[src/rtl/datapath_sequencer_if.sv]
// Bundles the instruction handshake and the register-file/ALU signals of the
// datapath sequencer. The sequencer uses the slave modport; a driver uses master.
interface datapath_sequencer_if #(
  parameter int DATA_W = 16,
  parameter int ADDR_W = 3,
  parameter int SEL_W  = 5
);
  logic              run;
  logic              instr_valid;
  logic [15:0]       instr;
  logic              instr_ready;
  logic [ADDR_W-1:0] AA;
  logic [ADDR_W-1:0] BA;
  logic [ADDR_W-1:0] DA;
  logic              WR;
  logic [DATA_W-1:0] D;
  logic [SEL_W-1:0]  S;
  logic [DATA_W-1:0] F;
  logic              V;
  logic              C;
  logic              N;
  logic              Z;
  logic [3:0]        flags;
  logic              done;
  logic [15:0]       instr_count;

  modport master (
    output run, instr_valid, instr, F, V, C, N, Z,
    input  instr_ready, AA, BA, DA, WR, D, S, flags, done, instr_count
  );

  modport slave (
    input  run, instr_valid, instr, F, V, C, N, Z,
    output instr_ready, AA, BA, DA, WR, D, S, flags, done, instr_count
  );
endinterface

[src/rtl/datapath_sequencer.sv]
// Four-state sequencer (IDLE/READ/EXEC/WB) that takes one instruction word at a
// time, drives register-file addresses and ALU select, and writes back the result.
module datapath_sequencer #(
  parameter int DATA_W = 16,
  parameter int ADDR_W = 3,
  parameter int SEL_W  = 5
) (
  input logic                  clock,
  input logic                  reset,
  datapath_sequencer_if.slave  bus
);

  typedef enum logic [1:0] {IDLE, READ, EXEC, WB} state_t;

  state_t            state_q, state_d;
  logic [15:0]       instr_q;
  logic [DATA_W-1:0] result_q;
  logic [3:0]        flags_q;
  logic [15:0]       instr_count_q, instr_count_d;
  logic              accept;

  logic [ADDR_W-1:0] aa_w, ba_w, da_w;
  logic [SEL_W-1:0]  s_w;

  assign accept = bus.instr_valid && bus.instr_ready;

  always_ff @(posedge clock or negedge reset) begin
    if (!reset) state_q <= IDLE;
    else        state_q <= state_d;
  end

  always_comb begin
    state_d = state_q;
    unique case (state_q)
      IDLE:    if (accept) state_d = READ;
      READ:    state_d = EXEC;
      EXEC:    state_d = WB;
      WB:      state_d = IDLE;
      default: state_d = IDLE;
    endcase
  end

  // WR and done derive from the state register, so an async reset drops them at once.
  always_comb begin
    bus.instr_ready = (state_q == IDLE) && bus.run;
    bus.WR          = (state_q == WB) && instr_q[1];
    bus.done        = (state_q == WB);
  end

  assign instr_count_d = instr_count_q + 16'd1;

  always_ff @(posedge clock or negedge reset) begin
    if (!reset) begin
      instr_q       <= '0;
      result_q      <= '0;
      flags_q       <= '0;
      instr_count_q <= '0;
    end else begin
      if (state_q == IDLE && accept) instr_q <= bus.instr;
      if (state_q == EXEC) begin
        result_q <= bus.F;
        if (instr_q[0]) flags_q <= {bus.V, bus.C, bus.N, bus.Z};
      end
      if (state_q == WB) instr_count_q <= instr_count_d;
    end
  end

  // Addresses come straight from the latched word, which holds its value while idle.
  assign s_w  = instr_q[15:11];
  assign da_w = instr_q[10:8];
  assign aa_w = instr_q[7:5];
  assign ba_w = instr_q[4:2];

  assign bus.S           = s_w;
  assign bus.DA          = da_w;
  assign bus.AA          = aa_w;
  assign bus.BA          = ba_w;
  assign bus.D           = result_q;
  assign bus.flags       = flags_q;
  assign bus.instr_count = instr_count_q;

endmodule

[src/flat_wrapper.sv]
// flat-port wrapper written by rule: the top's interface ports become plain ports
module datapath_sequencer_flat 
#(
  parameter int DATA_W = 16,
  parameter int ADDR_W = 3,
  parameter int SEL_W  = 5
)
  (clock, reset, bus_run, bus_instr_valid, bus_instr, bus_F, bus_V, bus_C, bus_N, bus_Z, bus_instr_ready, bus_AA, bus_BA, bus_DA, bus_WR, bus_D, bus_S, bus_flags, bus_done, bus_instr_count);
  datapath_sequencer_if #(.DATA_W(DATA_W), .ADDR_W(ADDR_W), .SEL_W(SEL_W)) bus_i ();
  input logic clock;
  input logic reset;
  input wire logic [$bits(bus_i.run)-1:0] bus_run;
  input wire logic [$bits(bus_i.instr_valid)-1:0] bus_instr_valid;
  input wire logic [$bits(bus_i.instr)-1:0] bus_instr;
  input wire logic [$bits(bus_i.F)-1:0] bus_F;
  input wire logic [$bits(bus_i.V)-1:0] bus_V;
  input wire logic [$bits(bus_i.C)-1:0] bus_C;
  input wire logic [$bits(bus_i.N)-1:0] bus_N;
  input wire logic [$bits(bus_i.Z)-1:0] bus_Z;
  output wire logic [$bits(bus_i.instr_ready)-1:0] bus_instr_ready;
  output wire logic [$bits(bus_i.AA)-1:0] bus_AA;
  output wire logic [$bits(bus_i.BA)-1:0] bus_BA;
  output wire logic [$bits(bus_i.DA)-1:0] bus_DA;
  output wire logic [$bits(bus_i.WR)-1:0] bus_WR;
  output wire logic [$bits(bus_i.D)-1:0] bus_D;
  output wire logic [$bits(bus_i.S)-1:0] bus_S;
  output wire logic [$bits(bus_i.flags)-1:0] bus_flags;
  output wire logic [$bits(bus_i.done)-1:0] bus_done;
  output wire logic [$bits(bus_i.instr_count)-1:0] bus_instr_count;
  assign bus_i.run = bus_run;
  assign bus_i.instr_valid = bus_instr_valid;
  assign bus_i.instr = bus_instr;
  assign bus_i.F = bus_F;
  assign bus_i.V = bus_V;
  assign bus_i.C = bus_C;
  assign bus_i.N = bus_N;
  assign bus_i.Z = bus_Z;
  assign bus_instr_ready = bus_i.instr_ready;
  assign bus_AA = bus_i.AA;
  assign bus_BA = bus_i.BA;
  assign bus_DA = bus_i.DA;
  assign bus_WR = bus_i.WR;
  assign bus_D = bus_i.D;
  assign bus_S = bus_i.S;
  assign bus_flags = bus_i.flags;
  assign bus_done = bus_i.done;
  assign bus_instr_count = bus_i.instr_count;
  datapath_sequencer #(.DATA_W(DATA_W), .ADDR_W(ADDR_W), .SEL_W(SEL_W)) u_core (.clock(clock), .reset(reset), .bus(bus_i));
endmodule
[config.mk]
export PLATFORM = sky130hd
export DESIGN_NAME = datapath_sequencer_flat
export DESIGN_NICKNAME = d
export VERILOG_FILES = /design/src/rtl/datapath_sequencer_if.sv /design/src/rtl/datapath_sequencer.sv /design/src/flat_wrapper.sv
export SDC_FILE = /design/constraint.sdc
export NUM_CORES = 1
export LEC_CHECK = 0
export CAP_MARGIN = 5
export CORE_MARGIN = 8
export CORE_UTILIZATION = 44
export CTS_BUF_LIST = sky130_fd_sc_hd__clkbuf_4
export CTS_CLUSTER_DIAMETER = 150
export CTS_CLUSTER_SIZE = 40
export DETAILED_ROUTE_END_ITERATION = 12
export PLACE_DENSITY_LB_ADDON = 0.08
export SKIP_LAST_GASP = 1
export SYNTH_ARGS = -nofsm -noshare
export SYNTH_HDL_FRONTEND = slang
export SYNTH_SLANG_ARGS = --single-unit
export TNS_END_PERCENT = 20
[constraint.sdc]
create_clock -name clock -period 1.9 [get_ports clock]
set_input_delay 0.285 -clock clock [delete_from_list [all_inputs] [get_ports clock]]
set_output_delay 0.285 -clock clock [all_outputs]
set_load 0.02 [all_outputs]
* Word level (Yosys, flattened, before mapping)
Cells that the tools add are included.
** Word-level totals
- Flip-flop bits (word level) :: 54
- Logic and storage cells :: 18
** Operators by class
- Add/subtract/negate cells :: 1
- Equal/unequal tests :: 4
- Mux-type cells :: 2
- Reductions and logical operators :: 6
** Operator list (count)
- 16-bit by 1-bit adder with 16-bit output, second input constant :: 1
- 2-bit one-hot mux with 4 select lines :: 1
- 2-bit equality test, second input constant :: 2
- 1-bit logical AND :: 4
- 2-bit by 1-bit equality test with 1-bit output, second input constant :: 1
- 2-bit zero test :: 1
- 2-bit 2-to-1 mux :: 1
- 2-bit by 1-bit != test with 1-bit output, second input constant :: 1
- 2-bit AND reduction :: 1

* Logic depth before layout (Yosys ltp)
Gate-level depths: netlist of run 1.
- Word-level depth :: 5
- Depth in mapped cells :: 6
- Gate-level depth less buffers :: 6

* Least setup slack after synthesis of run 1
No wires, ideal clock.
- Path type :: register -> register
- Start point :: reg u_core.state_q[1]
- End point :: reg u_core.instr_count_q[12], in the netlist u_core.bus.instr_count[12]
- Setup time :: 130 ps
- Arrival :: 1481 ps
- Data required time :: 1770 ps
- Slack :: 289 ps
- Cell stages (with the launch flop) :: 7
- Period minus slack after synthesis :: 1611 ps
- Cells stage by stage :: dfrtp_1 > ha_1 > buf_4 > nand4_2 > nor3_4 > nand3_1 > xnor2_1
** Between the ends
- Cells in the longest elaborated chain, start to end :: 1
** RTL lines
- from (decl) :: line datapath_sequencer.sv:15 : state_t state_q, state_d;
- from (signal assigned) :: line datapath_sequencer.sv:29 : else state_q <= state_d;
- 2-bit equality test
- via bus_done :: line flat_wrapper.sv:28 : output wire logic [$bits(bus_i.done)-1:0] bus_done;
- to (signal assigned) :: line datapath_sequencer.sv:64 : if (state_q == WB) instr_count_q <= instr_count_d;
- to (decl) :: line datapath_sequencer.sv:19 : logic [15:0] instr_count_q, instr_count_d;
The timed path passes the listed nets, and every way through them passes these cells.
A chain may end at the register's enable or synchronous reset.

* Final worst setup path of run 1
- Start point :: reg u_core.state_q[0]
- End point :: out bus_instr_ready
** Between the ends
- Cells in the longest elaborated chain, start to end :: 2
** RTL lines
- 2-bit zero test :: line datapath_sequencer.sv:45 : bus.instr_ready = (state_q == IDLE) && bus.run;
- 1-bit logical AND :: line datapath_sequencer.sv:45
- to (decl) :: line flat_wrapper.sv:20 : output wire logic [$bits(bus_i.instr_ready)-1:0] bus_instr_ready;
Every way passes these cells.

==> metrics.md, run 1 <==
| Metric | Value |
|---|---|
| Clock Latency Late Sink | `360 ps` |
| Critical path class | `register to output pin` |
| Setup crit start | `u_core.state_q[0]$_DFFE_PN0P_` |
| Synthesis Warnings | `0` |
| Final #Nets | `290` |
| Share of cells above drive strength 1 | `21.9%` |
| Tmin final | `1920 ps` |
| Number of library cell types mapped by synthesis | `24` |
| Grt total ovfl | `0` |
| Die Ht | `88.5 µm` |
| CTS Buf Count | `5` |
| Worst Hold Class | `input pin to async pin` |
| Worst Skew | `12.3 ps` |
| Drt first pass iters | `3` |
| Dpl cells | `308` |
| R2r startpoint | `u_core.state_q[0]$_DFFE_PN0P_` |
| Failing checks | `negative setup slack` |
| Clock slew at reported path FFs | `150 ps` |
| Final setup viols | `1` |
| CP max FO | `4` |
| Number of global-route vias before repair | `1,745` |
| Flops & latches, synth | `54` |
| Reg2reg setup slack | `220 ps` |
| Max incr delay on CP | `410 ps` |
| Crit-path cells | `inv_1, ha_1, and2_2, dlygate4sd2_1` |
| Net Count, Synth | `205` |
| Final worst-path cycle share | `101%` |
| Crit start category | `register` |
| Finished Layout Cells | `317` |
| DP Area | `3220 µm²` |
| Critical path's slowest cell | `dfrtp_1` |
| Pre-CTS setup slack | `90.6 ps` |
| GPL Wtd Cong | `0.693` |
| PwrDens | `1580 nW/µm²` |
| Reg2reg end | `u_core.state_q[1]$_DFFE_PN0P_` |
| Pins Over Slew Limit | `0` |
| Final hold slack | `432 ps` |
| PortBufs | `92` |
| Antenna diodes | `0` |
| Area delta synth->final | `43.9%` |
| CTS tree | `built` |
| R2r worst-path depth | `6` |
| Die ar. | `7840 µm²` |
| IO Pins | `93` |
| Register area share after synthesis | `58.4%` |
| DR DRC count | `0` |
| Cell area after synthesis | `2310 µm²` |
| Worst Max-Slew Pin Slew | `571 ps` |
| Post-DR vias/cell | `4.74` |
| CP Data Required Time | `1620 ps` |
| Die width | `88.5 µm` |
| First-pass GRT wire length | `8670 µm` |
| Crit. End Element | `output pin` |
| Root Buffer | `clkbuf_4` |
| Via count | `1,503` |
| Most common cell after layout, fill and taps aside | `clkdlybuf4s50_1` |
| Most frequent cells in the layout | `88 x clkdlybuf4s50_1, 54 x dfrtp_1, 29 x mux2_2` |
| Mapped Avg Cell Area | `14.4 µm²` |
| Total wire length | `5260 µm` |
| Max_cap viols | `0` |
| Routed len/inst | `16.6 µm` |
| Mapped Cells | `161` |
| Status | `complete, but fails checks` |
| Power after layout | `5.25 mW` |
| Peak VDD IR | `0.000824 V` |
| Clock Sink Count | `54` |
| Relative max-transition margin | `61.9%` |
| HPWL after detailed placement | `4230 µm` |
| Worst setup margin | `-18.4 ps` |
| Crit path capture | `bus_instr_ready` |
| FMAX | `0.521 GHz` |
| GRT Util Overall | `14.4%` |
| Leakage power | `1.47 nW` |
| Final Cell Area | `3330 µm²` |
| Final Hold Viols | `0` |
| Detail Route Antenna Nets | `0` |
| Site row count | `26` |
| Largest net degree at the start of global routing | `31` |
| RSZ-0062 raised after global routing | `true` |
| Starting density of the core | `45.3%` |
| H-tree depth | `2` |
| CTS max path bufs | `2` |
| Initial DRC Count | `58` |
| WP data arrival | `1630 ps` |
| Core Region | `5110 µm²` |
| Initial antenna violation count | `0` |
==> state kept, by name, indices dropped and copies added (netlist names) <==
name                    flops
u_core.bus.instr_count     16
u_core.state_q              2
u_core.bus.D               16
u_core.instr_q             16
u_core.bus.flags            4
==> cell type report <==
| class | instances | area [µm²] |
|---|---|---|
| inverter | 3 | 11.3 |
| tap | 70 | 87.6 |
| timing repair buffer | 96 | 961 |
| multi-input combinational | 86 | 818 |
| sequential | 54 | 1350 |
| clock inverter | 3 | 63.8 |
| fill | 407 | 1780 |
| clock buffer | 5 | 37.5 |
==> power by group <==
part / leakage (nW) / internal [mW] / switching [mW]
Clock: 0.0528 / 0.406 / 0.335
Sequential: 0.662 / 1.62 / 0.303
Combinational: 0.758 / 1.42 / 1.17
==> critical path: cells and delay by family (launching register included) <==
family / cells / cell delay, ps
buf+inv: 2 / 450
simple gates: 1 / 200
fa+ha+maj: 1 / 220
flops: 1 / 410
==> layer usage <==
layer / vias to the layer above / track usage, % / share of wire [%]
met1: 743 / 14.6 / 37
met3: 10 / 4.83 / 6.7
met4: 0 / 4.76 / 1.8
li1: 702 / - / -
met2: 48 / 26.9 / 55
met5: - / 0 / 0
==> stage by stage <==
step | util [%] | TNS (ps)
2_1_floorplan | - | 0
3_3_place_gp | 63.0 | 0
3_5_place_dp | 63.0 | 0
4_1_cts | 65.2 | -161
5_1_grt | 65.2 | -172
6_report | 65.2 | -18.4
==> worst min-delay path by stage <==
stage	start	to	cells past startpoint
6_report	reset	u_core.bus.instr_count[11]$_DFFE_PN0P_	2
5_1_grt	reset	u_core.bus.D[5]$_DFFE_PN0N_	2
4_1_cts	reset	u_core.bus.D[5]$_DFFE_PN0N_	2
3_5_place_dp	reset	u_core.bus.D[3]$_DFFE_PN0N_	1
3_3_place_gp	reset	u_core.bus.D[3]$_DFFE_PN0N_	1
2_1_floorplan	reset	u_core.bus.D[0]$_DFFE_PN0N_	0
==> kinds of logic after synthesis <==
| logic type | share of synthesized area, % |
|---|---|
| DFF | 58.4 |
| adders and majority gates | 2.16 |
| AOI/OAI and AO/OA | 0.270 |
| buffers and inverters | 6.27 |
| xor gates and xnor gates | 5.68 |
| and+or+nand+nor | 7.30 |
| muxes | 19.9 |
==> what timing repair did <==
| item | CTS | global route |
|---|---|---|
| hold endpoints to repair | 24 | 0 |
| setup endpoints to repair | 3 | 3 |
| buffers inserted | 0 | 0 |
| hold buffers | 1 | 0 |
| gates resized for setup | 2 | 1 |
==> synthesized netlist by cell type <==
cell type	count	area share, %
nand3_1	6	1.3
buf_6	1	0.49
mux2_2	29	14
ha_1	4	2.2
nor2_1	3	0.49
inv_1	3	0.49
nand2_1	8	1.3
nand4_1	2	0.54
or2_1	1	0.27
and4_1	1	0.38
xor2_1	4	1.5
nand4_2	1	0.54
xnor2_1	11	4.2
and3_1	1	0.27
buf_4	15	4.9
nand2_4	1	0.49
a31oi_1	1	0.27
and2_2	1	0.32
nor3_4	1	0.70
mux2_4	9	5.8
nor3_2	1	0.43
dfrtp_1	54	58
and2_1	1	0.27
buf_2	2	0.43
(Power assumes the default switching activity.)
==> inputs of run 2 (changes only) <==
Settings changed: CORE_MARGIN 8 to 2, CORE_UTILIZATION 44 to 43, CTS_BUF_LIST sky130_fd_sc_hd__clkbuf_4 to default.
==> metrics.md, run 2 (synthesized netlist as in run 1, its figures left out) <==
| Metric | Value |
|---|---|
| Fillcell total | `427 (+4.9%)` |
| CP Data Required Time | `1620 ps (about the same)` |
| Critical path's slowest cell | `dfrtp_1` |
| WP data arrival | `1580 ps (-50 ps)` |
| Crit start category | `register` |
| Max incr delay on CP | `390 ps (-20 ps)` |
| Relative max-transition margin | `55.3% (-6.6 points)` |
| Share of cells above drive strength 1 | `22.3% (+0.40 points)` |
| Number of global-route vias before repair | `1,636 (-6.2%)` |
| IO Pins | `93 (unchanged)` |
| Clock Sink Count | `54 (unchanged)` |
| Peak VDD IR | `0.000890 V (+8.0%)` |
| Largest net degree at the start of global routing | `55 (+77%)` |
| Final setup viols | `0 (-1)` |
| Sw Ratio | `34.9% (+0.47 points)` |
| Max_cap viols | `0 (unchanged)` |
| CP max FO | `4 (unchanged)` |
| Most frequent cells in the layout | `89 x clkdlybuf4s50_1, 54 x dfrtp_1, 29 x mux2_2` |
| PortBufs | `92 (unchanged)` |
| GRT Util Overall | `16.8% (+2.4 points)` |
| Die width | `77.4 µm (-13%)` |
| Leakage power | `1.46 nW (-0.70%)` |
| PwrDens | `1560 nW/µm² (-1.2%)` |
| HPWL after detailed placement | `3480 µm (-18%)` |
| Critical path class | `register to output pin` |
| Final Hold Viols | `0 (unchanged)` |
| Post-DR vias/cell | `4.65 (-2.0%)` |
| Pins Over Slew Limit | `0 (unchanged)` |
| Most common cell after layout, fill and taps aside | `clkdlybuf4s50_1` |
| First-pass GRT wire length | `7940 µm (-8.4%)` |
| Clock Latency Late Sink | `300 ps (-60 ps)` |
| Initial antenna violation count | `0 (unchanged)` |
| Status | `finished, final reports clean` |
| Clock slew at reported path FFs | `90 ps (-60 ps)` |
| Detail Route Antenna Nets | `0 (unchanged)` |
| Psw | `1.80 mW (-0.60%)` |
| Initial DRC Count | `57 (-1.7%)` |
| Crit path buf inv count | `2 (unchanged)` |
| Die Ht | `77.4 µm (-13%)` |
| CTS max path bufs | `2 (unchanged)` |
| CTS Buf Count | `5 (unchanged)` |
| DR DRC count | `0 (unchanged)` |
| Flop pwr share | `37.5% (+0.9 points)` |
| Clock Power Share | `12.5% (-1.6 points)` |
| Setup TNS | `0 ps (+18.4 ps)` |
| Grt total ovfl | `0 (unchanged)` |
| Drt first pass iters | `4 (+1)` |
| Total wire length | `4600 µm (-13%)` |
| CTS tree | `built` |
| CP top delay family | `buffers and inverters` |
| FMAX | `0.536 GHz (+2.9%)` |
| Final worst-path cycle share | `98.2% (-2.8 points)` |
| Site row count | `26 (unchanged)` |
| Die ar. | `5990 µm² (-24%)` |
| RSZ-0062 raised after global routing | `true` |
| Crit. End Element | `output pin` |
| Area of the multi-input gates | `818 µm² (unchanged)` |
| Root Buffer | `clkbuf_8` |
| Core Region | `5140 µm² (+0.64%)` |
| Final #Nets | `290 (unchanged)` |
| Tmin final | `1870 ps (-53.3 ps)` |
| Worst Hold Class | `input pin to async pin` |
| Area delta synth->final | `42.9%` |
| GPL Wtd Cong | `0.764 (+10%)` |
| H-tree depth | `2 (unchanged)` |
| Worst Max-Slew Pin Slew | `670 ps (+99.1 ps)` |
| Total setup buffers inserted after CTS | `0 (unchanged)` |
| Post-layout util | `64.3% (-0.88 points)` |
| Internal | `3.35 mW (-2.6%)` |
| Starting density of the core | `45.0% (-0.29 points)` |
| Via count | `1,473 (-2.0%)` |
| Comb power frac | `50.0% (+0.7 points)` |
| Reg area | `1350 µm² (unchanged)` |
| Crit-path cells | `inv_1, ha_1, and2_2, dlygate4sd2_1` |
| Routed len/inst | `14.5 µm (-13%)` |
| Worst Skew | `8.03 ps (-4.27 ps)` |
| Antenna diodes | `0 (unchanged)` |
-- run 2: cell types whose count changed in the layout (fill, tap and decap cells not counted), sizes merged --
cell and change:
clkdlybuf4s50 +1, clkbuf +2, dlygate4sd3 -1, bufinv -2
dlygate4sd2 -1, buf +1
-- run 2: power groups by stage --
stage | logic (mW) | clock network [mW] | registers (mW)
floorplan | 1.33 | 0 | 2.23
global placement | 2.55 | 0 | 1.91
finish | 2.58 | 0.643 | 1.93
CTS | 2.61 | 0.672 | 1.93
detailed placement | 2.61 | 0 | 1.95
global route | 2.74 | 0.713 | 2.00
-- run 2: metrics by stage --
stage | setup slack (ps) | cells | instance area, µm² | hold WS [ps] | power [mW]
finish | 34.9 | 317 | 3310 | 91.5 | 5.15
global route | -42.5 | 317 | 3310 | 154 | 5.45
CTS | -73.6 | 317 | 3300 | 119 | 5.22
detailed placement | 79.7 | 309 | 3210 | 451 | 4.56
global placement | 104 | 309 | 3210 | 431 | 4.46
floorplan | 289 | 161 | 2310 | -10.6 | 3.55
-- run 2: layer usage --
metal / vias up / wire, µm / track usage [%] / share of wire, %
met4: 0 / 42 / 5.89 / 0.91
li1: 694 / - / - / -
met1: 721 / 1930 / 19.9 / 42
met5: - / 0 / 0 / 0
met2: 54 / 2320 / 28.5 / 51
met3: 4 / 303 / 5.58 / 6.6
-- run 2: repair_timing --
action                                 in CTS  in global routing
pin swaps                                   0                  0
setup endpoints to repair                   2                  2
hold buffers                                0                  0
endpoints found under the hold margin       0                  0
gates resized for setup                     1                  1
-- run 2: cell type report --
| type | instances | area share [%] |
|---|---|---|
| flip-flops and latches | 54 | 40.9 |
| repair buffers | 96 | 28.6 |
| multi-input cells | 86 | 24.7 |
| well taps | 70 | 2.65 |
| clock buffers | 7 | 2.61 |
| inverters | 3 | 0.341 |
| clock inverters | 1 | 0.151 |
-- run 2: path summary, 6_finish.rpt --
check                      slack (ps)                                     end  cells after the start                                    from
max                                30                         bus_instr_ready                      4           u_core.state_q[0]$_DFFE_PN0P_
min                                90            u_core.bus.D[14]$_DFFE_PN0N_                      2                                   reset
max reg2reg                       210           u_core.state_q[1]$_DFFE_PN0P_                      6           u_core.state_q[0]$_DFFE_PN0P_
min reg2reg                       480  u_core.bus.instr_count[15]$_DFFE_PN0P_                      1  u_core.bus.instr_count[15]$_DFFE_PN0P_
max in group asynchronous        1350   u_core.bus.instr_count[6]$_DFFE_PN0P_                      2                                   reset
min in group clock                480  u_core.bus.instr_count[15]$_DFFE_PN0P_                      1  u_core.bus.instr_count[15]$_DFFE_PN0P_
-- run 2: worst register-to-register path, stage by stage, from the launching register on --
cell	delay, ps
dfrtp_1	390
inv_1	100
ha_1	240
and2_2	210
nand2_4	180
nand2_1	140
mux2_2	330
